File: src/rtl/ps2_key_rx.sv
// ps2_key_rx: PS/2 keyboard deframer (clk, reset, ps2_clk, ps2_data -> ps2_key[10:0] toggle-strobed event, frame_err pulse); optional PS2_WATCHDOG_EN adds a mid-frame timeout abort
module ps2_key_rx #(
  parameter int FILTER_LEN = 4,
  parameter int TIMEOUT = 1000
) (
  input  logic        clk,
  input  logic        reset,
  input  logic        ps2_clk,
  input  logic        ps2_data,
  output logic [10:0] ps2_key,
  output logic        frame_err
);
  typedef enum logic [1:0] {IDLE, DATA, PARITY, STOP} state_t;
  state_t state, state_nx;
  logic [1:0] clk_s, dat_s;
  logic [FILTER_LEN-1:0] flt;
  logic clk_f, fall, din, abort, stop_edge, frm_ok, bad, resp, pre;
  logic [7:0] sr;
  logic [2:0] cnt;
  logic par, ext, rel;
  assign din = dat_s[1];
  assign fall = clk_f & ~|flt;
  always_ff @(posedge clk) begin
    if (reset) begin
      clk_s <= '1;
      dat_s <= '1;
      flt <= '1;
      clk_f <= 1'b1;
    end else begin
      clk_s <= {clk_s[0], ps2_clk};
      dat_s <= {dat_s[0], ps2_data};
      flt <= {flt[FILTER_LEN-2:0], clk_s[1]};
      clk_f <= &flt ? 1'b1 : ~|flt ? 1'b0 : clk_f;
    end
  end
`ifdef PS2_WATCHDOG_EN
  logic [15:0] wd;
  always_ff @(posedge clk) begin
    if (reset || fall || state == IDLE) wd <= '0;
    else if (wd != 16'hFFFF) wd <= wd + 16'd1;
  end
  assign abort = (state != IDLE) & ~fall & (wd == 16'(TIMEOUT));
`else
  assign abort = 1'b0;
`endif
  always_ff @(posedge clk) begin
    if (reset) state <= IDLE;
    else state <= state_nx;
  end
  always_comb begin
    state_nx = state;
    if (abort) state_nx = IDLE;
    else if (fall)
      state_nx = state == IDLE ? (din ? IDLE : DATA) :
                 state == DATA ? (cnt == 3'd7 ? PARITY : DATA) :
                 state == PARITY ? STOP : IDLE;
  end
  always_ff @(posedge clk) begin
    if (reset) begin
      cnt <= '0;
      sr <= '0;
      par <= 1'b0;
    end else if (fall) begin
      cnt <= state == DATA ? cnt + 3'd1 : 3'd0;
      sr <= state == DATA ? {din, sr[7:1]} : sr;
      par <= state == PARITY ? din : par;
    end
  end
  assign stop_edge = fall & (state == STOP);
  assign frm_ok = din & ^{par, sr};
  assign bad = abort | (stop_edge & ~frm_ok);
  assign pre = (sr == 8'hE0) | (sr == 8'hF0);
  assign resp = (sr == 8'hAA) | (sr == 8'hFA) | (sr == 8'hFE) | (sr == 8'hEE) | (sr == 8'h00) | (sr == 8'hFF);
  always_ff @(posedge clk) begin
    if (reset) begin
      ps2_key <= '0;
      frame_err <= 1'b0;
      ext <= 1'b0;
      rel <= 1'b0;
    end else begin
      frame_err <= bad;
      ext <= bad ? 1'b0 : ~stop_edge ? ext : sr == 8'hE0 ? 1'b1 : (sr == 8'hF0 || resp) ? ext : 1'b0;
      rel <= bad ? 1'b0 : ~stop_edge ? rel : sr == 8'hF0 ? 1'b1 : (sr == 8'hE0 || resp) ? rel : 1'b0;
      ps2_key <= (stop_edge & frm_ok & ~pre & ~resp) ? {~ps2_key[10], ~rel, ext, sr} : ps2_key;
    end
  end
endmodule

File: config.mk
export PLATFORM = sky130hd
export DESIGN_NAME = ps2_key_rx
export DESIGN_NICKNAME = d
export VERILOG_FILES = /design/src/rtl/ps2_key_rx.sv
export SDC_FILE = /design/constraint.sdc
export NUM_CORES = 1
export LEC_CHECK = 0
export BUFFER_PORTS_ARGS = -buffer_cell sky130_fd_sc_hd__buf_2
export CAP_MARGIN = 20
export CELL_PAD_IN_SITES_DETAIL_PLACEMENT = 1
export CELL_PAD_IN_SITES_GLOBAL_PLACEMENT = 2
export CORE_MARGIN = 2
export CORE_UTILIZATION = 36
export DETAILED_ROUTE_END_ITERATION = 10
export PLACE_DENSITY = 0.86
export REMOVE_ABC_BUFFERS = 1
export SLEW_MARGIN = 20
export SYNTH_ARGS = -nofsm -noshare
export SYNTH_HDL_FRONTEND = slang
export SYNTH_SLANG_ARGS = --single-unit
File: constraint.sdc
create_clock -name clk -period 4.6 [get_ports clk]
set_clock_uncertainty 0.05 [all_clocks]
set_input_delay 0.69 -clock clk [delete_from_list [all_inputs] [get_ports clk]]
set_output_delay 0.69 -clock clk [all_outputs]
set_load 0.02 [all_outputs]
==> impl_results.md <==
- Status: finished clean
- Worst path arrival time: 2.90 ns
- CTS Sinks: 37
- CTS H-Tree Depth: 2
- Max-capacitance violation count: 0
- Power Density: 320 nW/µm²
- Largest family of logic cells by synthesized area: simple AND/OR/NAND/NOR gates
- Layout cells sized above 1: 19.0%
- DIE HEIGHT: 73.4 µm
- Critical register-to-register path endpoint: ps2_key[10]$_SDFFE_PP0P_
- Critical path data required time: roughly 4.7 ns
- Largest net degree at the start of global routing: a little under 50
- Routed WL: between 3000 and 4000 µm
- Cells after DPL: approximately 240
- Final-report setup violation count: 0
- Clock transition at path regs: approximately 0.08 ns
- Crit path capture: ps2_key[10]$_SDFFE_PP0P_
- Adder-Cell Fraction of Synth Area: 10.1%
- Post-DP HPWL: 2520 µm
- Sum Neg Setup Slack: 0 ns
- Global route total overflow: 0
- CP max FO: 7
- CP startpoint kind: flop
- Register-to-register setup slack: ~1.8 ns
- Max stage delay on crit path: 0.48 ns
- Post-CTS Setup Bufs: 0
- # diodes: 0
- Mapped Area: between 1500 and 2000 µm²
- Die X: 73.4 µm
- Gpl congestion: around 0.8
- Lkg Pwr: 0.000752 µW
- Register area share after synthesis: 42.8%
- Synth top area cells: dfxtp_1, mux2i_1, ha_1
- Area Overhead vs Synth: 13.2%
- Slowest CP cell: nor4_4
- Worst VDD drop: approximately 190 µV
- Synthesized area per cell: roughly 10 µm²
- Worst-margin pin slew: 0.686 ns
- Num CTS Buffers: 5
- Hold Crit Class: reg -> reg
- Hold Buf Count CTS: 0
- Rows: 25
- Top cell type's share of synthesized area: 42.8%
- Reg2reg start: sr[2]$_SDFFE_PP0P_
- Final non-filler cell total: 249
- CP startpoint: sr[2]$_SDFFE_PP0P_
- Core ar.: 4690 µm²
- Dominant cell type by area after synthesis: dfxtp_1
- Max-slew violations: 0
- Unrepaired setup endpoints after global routing: false
- CP Cell Sequence: inv_1, ha_1, xnor3_1, xnor2_1, nand2_2, nor4_4, buf_4, mux2_2
- Synth Area in Simple Gates: roughly 22%
- WS Path Type: reg -> reg
- Mux share of post-synthesis cell area: 11.9%
- Synth Area in XOR/XNOR: 2.31%
- Vias in the first global route: around 1400
- Register Area: approximately 740 µm²
- Wirelength per Cell: 14.4 µm
- CTS tree: done
- DRT antenna net count: 0
- Area of the multi-input gates: 920 µm²
- Boundary Pins: 16
- Tcrit/Tclk final: 60.1%
- Worst Setup End Kind: flop
- DR vias: 1247
- Port bufs: 15
- Final hold violation count: 0
- Initial antenna violation count: 0
- Max Clock Freq: 361 MHz
- Clock Root Buffer: clkbuf_8
- Compound-Gate Fraction of Synth Area: 6.79%
- DR iter-0 viols: 42
- Nets@finish: 212
- Fillers: ~560
- Worst-skew pair later-pin latency: approximately 0.29 ns
- Max_slew headroom: 54.3%
- Final Critical Period: 2.77 ns
- Die Area: 5380 µm²
- Global-route wire length before repair: 6240 µm
- PostCTS Resize Cnt: 0
- Flops & latches, synth: 37
- First-pass DRT Iterations: 4
- GRT Resource Usage Total: 15.3%
- Synth warn: 0
- Clock Path Buffers: 2
- Mapped Cells: 178
- DR DRC count: 0
- Post-synth cell types: 34
- R2R depth: 8
- DR vias/cell: 5.01
- Initial Utilization: approximately 37%
==> state kept, by name, indices dropped and copies added (netlist names), named ones only <==
register   flops
ps2_key       11
ext            1
clk_f          1
par            1
state          1
clk_s          2
cnt            3
sr             8
flt            4
dat_s          2
rel            1
frame_err      1
==> Yosys cell counts <==
cell	count
a2111oi_0	1
a21oi_1	4
a221oi_1	1
a22oi_1	4
a31o_2	1
a31oi_1	2
buf_4	1
buf_6	1
clkbuf_1	5
dfxtp_1	37
ha_1	14
inv_1	9
mux2_2	1
mux2_4	1
mux2i_1	18
nand2_1	7
nand2_2	1
nand2b_1	18
nand3_1	2
nand4_1	1
nor2_1	21
nor2_4	1
nor2b_1	3
nor3_1	5
nor3b_1	1
nor4_4	1
o21ai_0	3
o21bai_1	1
o22ai_1	1
or2_2	8
or3_1	1
xnor2_1	1
xnor3_1	1
xor2_1	1
==> metal layers <==
layer,up-vias,GRT usage (%),share of wire [%]
li1,622,-,-
met1,602,16.9,44
met5,-,0,0
met4,0,6.06,1.8
met3,6,4.25,2.8
met2,17,27.5,51
==> placed cells by master (no fill, tap or decap), types with 3 or more instances in the layout <==
master     n
mux2i_1   18
a21oi_1    4
buf_2     15
inv_1      9
a22oi_1    4
nor3_1     5
or2_2      8
clkbuf_8   6
nand2b_1  18
o21ai_0    3
dfxtp_1   37
nor2b_1    3
nor2_1    21
nand2_1    7
ha_1      14
==> stage by stage <==
step	hold slack, ns	worst slack (ns)	cell area (µm²)	total power (µW)	util (%)
global placement	0.342	1.91	1840	341	39.3
finish	0.368	1.83	1960	628	41.8
global route	0.381	1.69	1960	649	41.8
floorplan	0.339	2.00	1690	335	-
detailed placement	0.356	1.81	1840	342	39.3
CTS	0.374	1.79	1960	634	41.8
==> worst min-delay path by stage <==
stage	slack [ns]	from	cells past startpoint	end
after floorplan	0.34	clk_s[0]$_SDFF_PP1_	1	clk_s[1]$_SDFF_PP1_
after CTS	0.37	clk_s[1]$_SDFF_PP1_	1	flt[0]$_SDFF_PP1_
after detailed placement	0.36	clk_s[1]$_SDFF_PP1_	1	flt[0]$_SDFF_PP1_
after global routing	0.38	dat_s[0]$_SDFF_PP1_	1	dat_s[1]$_SDFF_PP1_
final	0.37	dat_s[0]$_SDFF_PP1_	1	dat_s[1]$_SDFF_PP1_
after global placement	0.34	clk_s[1]$_SDFF_PP1_	1	flt[0]$_SDFF_PP1_
==> worst max-delay path, delay by kind of cell (launching register included) <==
family / cells / cell delay, ns
AND/OR/NAND/NOR: 2 / 0.60
XOR/XNOR: 2 / 0.56
flip-flops: 1 / 0.40
buffers and inverters: 2 / 0.37
multiplexers: 1 / 0.34
adder cells (fa/ha/maj): 1 / 0.33
==> power by group <==
part	total, µW	switching (µW)	leakage, µW	internal, µW
registers	323	1.29	0.000299	322
logic	10.9	6.01	0.000394	4.90
clock network	294	117	0.0000585	177
total	628	124	0.000752	504
==> final cells by class <==
cell class              count  share of cell area (%)
clock buffers               7                    4.40
clock inverters             1                    1.53
inverters                   9                    1.72
multi-input cells         125                    46.9
flip-flops and latches     37                    37.8
well taps                  54                    3.45
repair buffers             16                    4.21
==> kinds of logic (layout without fill, tap and decap cells) <==
group	Yosys count	in the layout
and+or+nand+nor	70	70
DFF	37	37
muxes	20	20
AOI/OAI and AO/OA	18	18
buffers and inverters	16	33
adders and majority gates	14	14
xor gates and xnor gates	3	3
Power figures use the tool's default switching activity.
